`src/rtl/bitonic_unloader_if.sv`:
```
// bitonic_unloader_if: sorted-vector capture handshake plus element output stream.
// master is the unloader's view, slave is the sorter/consumer side.
interface bitonic_unloader_if #(
    parameter int NUM_INPUT  = 16,
    parameter int DATA_WIDTH = 8
);
    localparam int IW = $clog2(NUM_INPUT);
    logic [NUM_INPUT*DATA_WIDTH-1:0] sorted_in;
    logic                            sorted_valid;
    logic                            in_ready;
    logic [DATA_WIDTH-1:0]           out_data;
    logic                            out_valid;
    logic                            out_ready;
    logic                            out_last;
    logic [IW-1:0]                   out_index;
    logic                            overflow;
    modport master (
        input  sorted_in, sorted_valid, out_ready,
        output in_ready, out_data, out_valid, out_last, out_index, overflow
    );
    modport slave (
        output sorted_in, sorted_valid, out_ready,
        input  in_ready, out_data, out_valid, out_last, out_index, overflow
    );
endinterface

```
`src/rtl/bitonic_unloader.sv`:
```
// bitonic_unloader: captures one sorted vector and streams it out lane 0 first.
// Define BITONIC_UNLOADER_SKID_EN to add a shadow vector for bubble-free back-to-back drains.
module bitonic_unloader #(
    parameter int NUM_INPUT  = 16,
    parameter int DATA_WIDTH = 8
) (
    input  logic                clk,
    input  logic                reset,
    bitonic_unloader_if.master  bus
);
    localparam int IW = $clog2(NUM_INPUT);
    localparam int W  = NUM_INPUT * DATA_WIDTH;
    typedef enum logic {IDLE, DRAIN} state_t;
    state_t state, state_nxt;
    logic [W-1:0]  act_buf;
    logic [IW-1:0] idx;
    logic          ovf;
    logic          take, hs, last_hs;
    logic [W-1:0]  shadow;
    logic          shadow_full;
    assign take    = bus.sorted_valid && bus.in_ready;
    assign hs      = bus.out_valid && bus.out_ready;
    assign last_hs = hs && bus.out_last;
`ifdef BITONIC_UNLOADER_SKID_EN
    assign bus.in_ready = !shadow_full;
    // The shadow fills only mid-drain; a vector accepted on the last handshake loads act_buf directly.
    always_ff @(posedge clk) begin
        if (reset) begin
            shadow      <= '0;
            shadow_full <= 1'b0;
        end else if (state == DRAIN && last_hs && shadow_full) begin
            shadow_full <= 1'b0;
        end else if (state == DRAIN && take && !last_hs) begin
            shadow      <= bus.sorted_in;
            shadow_full <= 1'b1;
        end
    end
`else
    assign bus.in_ready = state == IDLE;
    assign shadow       = '0;
    assign shadow_full  = 1'b0;
`endif
    always_ff @(posedge clk) begin
        state <= reset ? IDLE : state_nxt;
    end
    always_comb begin
        state_nxt = state;
        if (state == IDLE)
            state_nxt = take ? DRAIN : IDLE;
        else if (last_hs && !shadow_full && !take)
            state_nxt = IDLE;
    end
    always_ff @(posedge clk) begin
        if (reset) begin
            act_buf <= '0;
            idx     <= '0;
            ovf     <= 1'b0;
        end else begin
            if (bus.sorted_valid && !bus.in_ready)
                ovf <= 1'b1;
            if (state == IDLE) begin
                if (take) begin
                    act_buf <= bus.sorted_in;
                    idx     <= '0;
                end
            end else if (last_hs) begin
                act_buf <= shadow_full ? shadow : bus.sorted_in;
                idx     <= '0;
            end else if (hs) begin
                idx <= idx + IW'(1);
            end
        end
    end
    assign bus.out_valid = state == DRAIN;
    assign bus.out_data  = bus.out_valid ? act_buf[DATA_WIDTH*idx +: DATA_WIDTH] : '0;
    assign bus.out_index = idx;
    assign bus.out_last  = bus.out_valid && (idx == IW'(NUM_INPUT - 1));
    assign bus.overflow  = ovf;
endmodule

```
`src/flat_wrapper.sv`:
```
// flat-port wrapper written by rule: the top's interface ports become plain ports
module bitonic_unloader_flat 
#(
    parameter int NUM_INPUT  = 16,
    parameter int DATA_WIDTH = 8
)
  (clk, reset, bus_sorted_in, bus_sorted_valid, bus_out_ready, bus_in_ready, bus_out_data, bus_out_valid, bus_out_last, bus_out_index, bus_overflow);
  bitonic_unloader_if #(.NUM_INPUT(NUM_INPUT), .DATA_WIDTH(DATA_WIDTH)) bus_i ();
  input  logic clk;
  input  logic reset;
  input wire logic [$bits(bus_i.sorted_in)-1:0] bus_sorted_in;
  input wire logic [$bits(bus_i.sorted_valid)-1:0] bus_sorted_valid;
  input wire logic [$bits(bus_i.out_ready)-1:0] bus_out_ready;
  output wire logic [$bits(bus_i.in_ready)-1:0] bus_in_ready;
  output wire logic [$bits(bus_i.out_data)-1:0] bus_out_data;
  output wire logic [$bits(bus_i.out_valid)-1:0] bus_out_valid;
  output wire logic [$bits(bus_i.out_last)-1:0] bus_out_last;
  output wire logic [$bits(bus_i.out_index)-1:0] bus_out_index;
  output wire logic [$bits(bus_i.overflow)-1:0] bus_overflow;
  assign bus_i.sorted_in = bus_sorted_in;
  assign bus_i.sorted_valid = bus_sorted_valid;
  assign bus_i.out_ready = bus_out_ready;
  assign bus_in_ready = bus_i.in_ready;
  assign bus_out_data = bus_i.out_data;
  assign bus_out_valid = bus_i.out_valid;
  assign bus_out_last = bus_i.out_last;
  assign bus_out_index = bus_i.out_index;
  assign bus_overflow = bus_i.overflow;
  bitonic_unloader #(.NUM_INPUT(NUM_INPUT), .DATA_WIDTH(DATA_WIDTH)) u_core (.clk(clk), .reset(reset), .bus(bus_i));
endmodule
```
`config.mk`:
```
export PLATFORM = sky130hd
export DESIGN_NAME = bitonic_unloader_flat
export DESIGN_NICKNAME = d
export VERILOG_FILES = /design/src/rtl/bitonic_unloader_if.sv /design/src/rtl/bitonic_unloader.sv /design/src/flat_wrapper.sv
export SDC_FILE = /design/constraint.sdc
export NUM_CORES = 1
export LEC_CHECK = 0
export ABC_AREA = 1
export ABC_CLOCK_PERIOD_IN_PS = 2100
export BUFFER_PORTS_ARGS = -buffer_cell sky130_fd_sc_hd__buf_2
export CORE_MARGIN = 3
export CORE_UTILIZATION = 30
export DETAILED_ROUTE_END_ITERATION = 8
export HOLD_SLACK_MARGIN = 0.08
export PLACE_DENSITY = 0.59
export RECOVER_POWER = 25
export SYNTH_ARGS = -nofsm -noshare
export SYNTH_HDL_FRONTEND = slang
export SYNTH_SLANG_ARGS = --single-unit
```
`constraint.sdc`:
```
create_clock -name clk -period 2.1 [get_ports clk]
set_input_delay 0.21 -clock clk [delete_from_list [all_inputs] [get_ports clk]]
set_output_delay 0.21 -clock clk [all_outputs]
set_load 0.02 [all_outputs]
```
=== Word-level counts from Yosys, hierarchy flattened ===
Cells that the tools add are included.

* Mux-type cells: 11
* Shift operators: 1
* Add/sub/neg operators: 1
* Equal/unequal tests: 3
* Bitwise gates (word level): 1
* Reductions and logical operators: 10

{| class="wikitable"
|+ Operators with widths
! kind !! count
|-
| $mux W128 || 3
|-
| $shiftx A128 B8 Y8 || 1
|-
| $mux W4 || 4
|-
| $mux W8 || 1
|-
| $logic_and A1 B1 Y1 || 6
|-
| $add A4 B1 Y4 const B || 1
|-
| $eq A4 B4 Y1 const B || 1
|-
| $reduce_and A2 Y1 || 2
|-
| $mux W1 || 3
|-
| $ne A3 B3 Y1 const B || 1
|-
| $ne A2 B2 Y1 const B || 1
|-
| $reduce_bool A2 Y1 || 1
|-
| $logic_not A1 Y1 || 1
|-
| $not A1 Y1 || 1
|}

* Register bits: 134
* Bits of input ports: 132
* Output and inout port bits: 16
* Word-level logic and storage cells: 31

=== Depth between registers and ports, before layout ===
Gate-level depths: netlist of the first run.

* Depth in word-level cells: 6
* Depth in mapped cells: 10
* Gate-level depth less buffers: 8

=== Least setup slack after synthesis of the first run ===
OpenSTA, ideal clock, no wires.

* Path kind: reg2out
* From: reg u_core.idx[1] (netlist: u_core.bus.out_index[1])
* To: out bus_out_data[5]
* Buffers on the path: 2
* Slack: 0.292 ns
* Stages on the path, launching flop included: 7
* Arrival time: 1.598 ns
* Data required time: 1.890 ns
* Path through: dfxtp_1 > clkbuf_1 > buf_1 > nand3_1 > nand3_1 > nand3_1 > a21oi_1

* Cells in the longest elaborated chain, start to end: 2

{| class="wikitable"
|+ Ends and longest elaborated chain
! item !! line !! text
|-
| from (decl) || bitonic_unloader.sv:16 || <nowiki>logic [IW-1:0] idx;</nowiki>
|-
| from (signal assigned) || bitonic_unloader.sv:70 || <nowiki>idx <= idx + IW'(1);</nowiki>
|-
| $shiftx A128 B8 Y8 || bitonic_unloader.sv:75 || <nowiki>assign bus.out_data = bus.out_valid ? act_buf[DATA_WIDTH*idx +: DATA_WIDTH] : '0;</nowiki>
|-
| $mux W8 || bitonic_unloader.sv:75 ||
|-
| to (decl) || flat_wrapper.sv:15 || <nowiki>output wire logic [$bits(bus_i.out_data)-1:0] bus_out_data;</nowiki>
|}

Every way passes these cells.

=== Worst setup path after layout of the first run ===
* From: reg u_core.idx[0] (netlist: u_core.bus.out_index[0])
* To: out bus_out_data[4]

Same word-level chain as after synthesis.

==> summary.md, run 1 <==
| Metric | Value |
|---|---|
| Worst path bufs/invs | 3 |
| Remaining routing DRC violations | 0 |
| Port-buffer cells | roughly 150 |
| Synth Cell Area | ~6400 um^2 |
| Multi-input logic area | between 3000 and 4000 um^2 |
| P per Cell Area | approximately 750 nW/um^2 |
| Setup CP Type | flip-flop to output port |
| Element type at the critical path start | flip-flop |
| Clock period minus worst slack | 2.081 ns |
| Synth area leader | dfxtp_1 |
| Status | finished clean |
| Antenna Cells | 0 |
| Worst EP arrival | around 1.9 ns |
| Crit end category | output port |
| GR Overflow Total | 0 |
| Most used cell, CP | nand3_1 |
| DP HPWL | roughly 14 mm |
| Sequential Power Share | about two fifths |
| # fillers | between 2000 and 2500 |
| FFs w/ async S/R, synth | 0% |
| Max_cap viols | 0 |
| Io pins | 148 |
| Longest Clk Path Bufs | 2 |
| Worst path slowest cell | dfxtp_4 |
| Fmax | roughly 0.48 GHz |
| CP Data Required Time | roughly 1.9 ns |
| Vias/cell | 4.518 |
| CP peak stage delay | 0.40 ns |
| Setup-failing EPs final | 0 |
| RD Place Congestion | a little over 0.8 |
| Initial antenna violation count | 0 |
| Finished Core Util | 47.09% |
| Worst slew margin | between 70 and 80% |
| First-pass GRT wire length | 34.25 mm |
| Drt wl/cell | about 14 um |
| Critical-path cell list | buf_4 -> clkbuf_16 -> nand2_1 -> nand3_2 -> nand3_1 -> nand3_1 -> a21oi_2 -> buf_6 |
| Seq/Total Area, Yosys | between 40% and 50% |
| Combinational share of power | roughly 18% |
| Hold Fails Final Rpt | 0 |
| Clock Power Share | roughly 43% |
| Vias in the first global route | approximately 6600 |
| FP Rows | 52 |
| Crit Path Max Fanout | 9 |
| Die width | around 150 um |
| Peak supply drop | between 400 and 500 uV |
| Leakage power | ~0.0045 uW |
| Largest net degree at the start of global routing | 90 |
| Die Span Y | ~150 um |
| Clock Skew | roughly 0.0067 ns |
| Predominant post-synthesis flop cell | dfxtp_1 |
| RSZ-0062 raised after global routing | yes |
| Drt initial violations | around 380 |
| Netlist cell types | 23 |
| Mapped Cells | a little under 1000 |
| EDFF count, synth | 0 |
| CP top delay family | buffers and inverters |
| Setup TNS | 0 ns |
| CTS buffer count | 17 |
| Worst r2r src | u_core.bus.out_index[0]$_SDFFE_PP0P_ |
| Starting Density | a little under a third |
| Nets | ~1400 |
| Worst hold path class | primary input to flip-flop |
| Fin. max-slew vios | 0 |
| Internal power | between 5000 and 6000 uW |
| Area share of the largest cell type after synthesis | 41.61% |
| CTS tree | done |
| Worst-Skew Late Latency | 0.42 ns |
| Switching pwr | a little under 2000 uW |
| Vias | 6817 |
| Clock-pin slew on the worst setup and hold paths | 0.06 ns |
| Antenna viol nets, final | 0 |
| Top post-synthesis cells by area | dfxtp_1, nor2_1, nand2_1 |
| Clk sinks | about 130 |
| Clock root buffer | clkbuf_16 |
| Total die area | ~23000 um^2 |
| Final wirelength | 21.56 mm |
| Sequential standard cell area | 2688 um^2 |
| Gr usage total | between 10% and 20% |
| Placement Cell Area | roughly 7300 um^2 |
| Switching portion of total power | ~27% |
| Period utilisation layout | ~100% |
| Worst Setup SP | u_core.bus.out_index[0]$_SDFFE_PP0P_ |
| Syn_nets | ~1100 |
| Pwr Total | ~7300 uW |
| Final instance area | slightly below 10000 um^2 |
| Non-Filler Instances | roughly 1500 |
| Slew of the pin with the lowest slew margin | 0.4323 ns |
| Core Region | 20690 um^2 |
| Seq cells post-synth | 134 |
| Layout cell share with drive strength beyond 1 | approximately 26% |
| Synth-to-Final Area Change | 51.13% |
| Mean Syn Cell Area | about 6.7 um^2 |
| HP Start | bus_out_ready |
| Placed cell count | about 1300 |
| First-pass iteration count of the detailed router | 5 |
| Synth Warn # | 0 |
| H-tree depth | 4 |
-- power by group through the flow --
| stage | clock network, uW | registers (uW) | logic, uW |
|---|---|---|---|
| after global routing | 3330 | 2900 | 1450 |
| after global placement | 0 | 2920 | 964 |
| after floorplan | 0 | 2890 | 680 |
| after detailed placement | 0 | 2920 | 972 |
| final | 3160 | 2880 | 1290 |
| after CTS | 3210 | 2870 | 1180 |
-- metrics by stage --
step	setup slack [ns]	hold slack, ns
2_1_floorplan	0.2920	0.2791
3_3_place_gp	0.2693	0.4327
3_5_place_dp	0.2897	0.4342
4_1_cts	0.002147	0.08247
5_1_grt	-0.05532	0.09800
6_report	0.01883	0.1066
-- cell type report --
type	instances	share of cell area [%]
clock buffer	18	4.508
clock inverter	13	1.849
inverter	72	2.993
multi-input combinational	689	33.46
sequential	134	27.59
tap	270	3.468
timing repair buffer	312	26.05
timing repair inverter	1	0.08990
-- cells in the final DEF, fill, tap and decap left out, types with 20 or more instances in the layout --
cell type      instances
buf_2                138
clkbuf_16             20
dfxtp_1              132
dlygate4sd3_1        130
inv_1                 66
nand2_1              193
nand3_1               47
nand3_2               34
nor2_1               212
nor2_2                46
o21ai_0              116
-- Yosys cell counts, types with 2 or more instances --
| library cell | number |
|---|---|
| nand2_2 | 2 |
| dfxtp_1 | 134 |
| clkbuf_1 | 25 |
| nor2_2 | 46 |
| nor2_1 | 212 |
| buf_1 | 7 |
| a21oi_1 | 13 |
| buf_2 | 8 |
| nand2_1 | 200 |
| buf_4 | 2 |
| buf_6 | 26 |
| nand3_1 | 81 |
| o21ai_0 | 116 |
| inv_1 | 68 |
| inv_2 | 3 |
| o21ai_1 | 13 |
-- worst reg2reg max path, cell delays in order (launching register included) --
cell     delay [ns]
dfxtp_4        0.44
ha_1           0.19
nand2_1        0.10
nor3_4         0.14
nand2_2        0.09
nand2_4        0.10
buf_4          0.36
o21ai_0        0.16
nor2_1         0.11
-- repair_timing --
| action | 4_1_cts | 5_1_grt |
|---|---|---|
| resized for setup | 17 | 66 |
| gates cloned | 0 | 6 |
| hold buffers | 130 | 0 |
| hold endpoints to repair | 132 | 0 |
| pin swaps | 1 | 12 |
| setup endpoints to repair | 8 | 8 |
| buffers inserted | 0 | 9 |
-- cell families (layout without fill, tap and decap cells) --
| group | count (synthesis) | after routing | synth area share (%) |
|---|---|---|---|
| AO/OA/AOI/OAI | 142 | 142 | 11.02 |
| XOR/XNOR | 1 | 1 | 0.1359 |
| buffers and inverters | 140 | 416 | 11.49 |
| adder cells (fa/ha/maj) | 1 | 1 | 0.1941 |
| AND/OR/NAND/NOR | 545 | 545 | 35.54 |
| flip-flops | 134 | 134 | 41.61 |
-- metal layers --
metal  share of wire, %  vias up  wire length [um]  track usage (%)
li1                   -     3534                 -                -
met1                 49     3087             10510            25.55
met2                 45      176              9670            27.63
met3                4.9       20              1060            4.005
met4                1.5        0               326            5.261
met5                  0        -                 0                0
-- flip-flops by register name, indices dropped and copies added, names as in the netlist --
register and flops:
u_core.bus.overflow 1, u_core.bus.out_index 4, u_core.bus.out_valid 1, u_core.act_buf 128
-- worst paths after layout --
path / to / slack, ns / depth (start not counted)
hold / removal: u_core.bus.out_index[1]$_SDFFE_PP0P_ / 0.11 / 3
setup reg to reg: u_core.act_buf[68]$_SDFFE_PP0P_ / 0.34 / 8
setup / recovery: bus_out_data[4] / 0.02 / 8
hold reg to reg: u_core.act_buf[115]$_SDFFE_PP0P_ / 0.51 / 2
No activity file was read; power rests on OpenSTA's default activity.
==> inputs of run 2 (changes only) <==
PLACE_DENSITY = 0.49   (was 0.59)
==> summary.md, run 2 (synthesis results as in run 1) <==
| Metric | Value |
|---|---|
| Status | finished clean |
| Worst slew margin | roughly three fifths |
| Clock Power Share | a little over two fifths |
| Clock Skew | about 0.0053 ns |
| Period utilisation layout | between 90 and 100% |
| Hold Fails Final Rpt | 0 |
| Commonest non-fill, non-tap cell in the layout | nor2_1 |
| Worst hold path class | primary input to flip-flop |
| First-pass GRT wire length | 34.58 mm |
| Vias/cell | 4.531 |
| Layout cell share with drive strength beyond 1 | between 20% and 30% |
| RD Place Congestion | approximately 0.77 |
| Slew of the pin with the lowest slew margin | 0.5936 ns |
| RSZ-0062 raised after global routing | yes |
| Pre-CTS setup slack | about 0.33 ns |
| Crit Path Max Fanout | 8 |
| Max reg flops | 128 |
| First-pass iteration count of the detailed router | 5 |
| CTS tree | done |
| Fin. max-slew vios | 0 |
| Switching portion of total power | 27.74% |
| Max_cap viols | 0 |
| Final wirelength | about 22 mm |
| Crit end category | output port |
| Largest register by flop count | u_core.act_buf |
| Clk sinks | ~130 |
| Switching pwr | slightly below 2000 uW |
| Setup CP Type | flip-flop to output port |
| Setup-failing EPs final | 0 |
| Die Span Y | roughly 150 um |
| Setup TNS | 0 ns |
| DP HPWL | 13.74 mm |
| Worst EP arrival | 1.88 ns |
| CTS buffer count | 17 |
| H-tree depth | 4 |
| Starting Density | between 30% and 40% |
| Placed cell count | around 1300 |
| Most frequent cells in the layout | nor2_1, nand2_1, buf_2 |
| Non-Filler Instances | between 1500 and 2000 |
| Element type at the critical path start | flip-flop |
| Nets | 1355 |
| Clock-pin slew on the worst setup and hold paths | approximately 0.060 ns |
| Largest net degree at the start of global routing | 67 |
| Port-buffer cells | 147 |
| Sequential Power Share | roughly two fifths |
| Combinational share of power | between 15 and 20% |
| Longest Clk Path Bufs | 2 |
| Synth-to-Final Area Change | 50.91% |
| Remaining routing DRC violations | 0 |
| Antenna viol nets, final | 0 |
| Worst reg2reg setup slack | approximately 0.34 ns |
| Internal power | 5182 uW |
| Peak supply drop | 474.5 uV |
| Drt wl/cell | 14.71 um |
| Fmax | 0.4777 GHz |
| Drt initial violations | between 400 and 500 |
| Clock root buffer | clkbuf_16 |
| Total die area | 23280 um^2 |
| Vias | slightly below 7000 |
| # fillers | around 2100 |
| Clock period minus worst slack | 2.093 ns |
| P per Cell Area | 737.2 nW/um^2 |
| Initial antenna violation count | 0 |
| Gr usage total | 18.27% |
| Worst setup margin | approximately 0.0066 ns |
| Vias in the first global route | approximately 6700 |
| FP Rows | 52 |
| GR Overflow Total | 0 |
| Leakage power | 0.004447 uW |
| Die width | approximately 150 um |
| CP Data Required Time | 1.89 ns |
| Antenna Cells | 0 |
| Worst-Skew Late Latency | approximately 0.43 ns |
| Io pins | between 100 and 150 |
| Core Region | between 20000 and 25000 um^2 |
-- run 2: metrics by stage --
step	cell area [um^2]	hold WS [ns]	power [uW]	util (%)
floorplan	6446	0.2791	3568	-
global placement	7283	0.4338	3891	35.20
detailed placement	7283	0.4390	3894	35.20
CTS	9319	0.09621	7134	45.04
global route	9728	0.1088	7516	47.02
finish	9728	0.1125	7172	47.02
-- run 2: per-layer routing --
metal,track usage (%),share of wire [%],vias to the layer above
met5,0,0,-
met3,3.465,5.3,15
met2,28.35,44,196
li1,-,-,3528
met1,26.41,49,3075
met4,4.158,0.95,0
-- run 2: power groups by stage --
stage / Clock (uW) / Combinational, uW / Sequential (uW)
global placement: 0 / 972 / 2920
detailed placement: 0 / 977 / 2920
CTS: 3060 / 1200 / 2870
global route: 3170 / 1450 / 2890
finish: 3010 / 1290 / 2870
floorplan: 0 / 680 / 2890
-- run 2: timing repair --
action,CTS,global route
resized for setup,30,63
cloned,1,5
setup buffers,2,1
pin swaps,4,21
hold buffers,130,0
endpoints found under the setup margin,8,8
hold endpoints to repair,132,0
-- run 2: worst max-delay path, cell delays in order (launching register included) --
cell and delay [ns]:
dfxtp_4 0.43, clkinv_8 0.13, clkbuf_16 0.19, nand2_1 0.08, nand3_2 0.09, nand3_4 0.10
nand3_2 0.09, a21oi_4 0.20, buf_6 0.14
-- run 2: path summary, 6_finish.rpt --
kind | from | to | depth (start not counted)
max | u_core.bus.out_index[0]$_SDFFE_PP0P_ | bus_out_data[2] | 8
min reg2reg | u_core.bus.overflow$_SDFFE_PP0P_ | u_core.bus.overflow$_SDFFE_PP0P_ | 2
max reg2reg | u_core.bus.out_index[0]$_SDFFE_PP0P_ | u_core.act_buf[109]$_SDFFE_PP0P_ | 9
min | bus_out_ready | u_core.bus.out_index[1]$_SDFFE_PP0P_ | 3
-- run 2: area by class of cell --
class | instances | area, um^2 | share of cell area [%]
Multi-Input combinational cell | 689 | 3326 | 34.19
Sequential cell | 134 | 2686 | 27.61
Timing Repair Buffer | 308 | 2495 | 25.65
Clock buffer | 20 | 466.7 | 4.797
Tap cell | 270 | 337.8 | 3.473
Inverter | 72 | 291.5 | 2.997
Clock inverter | 11 | 125.1 | 1.286
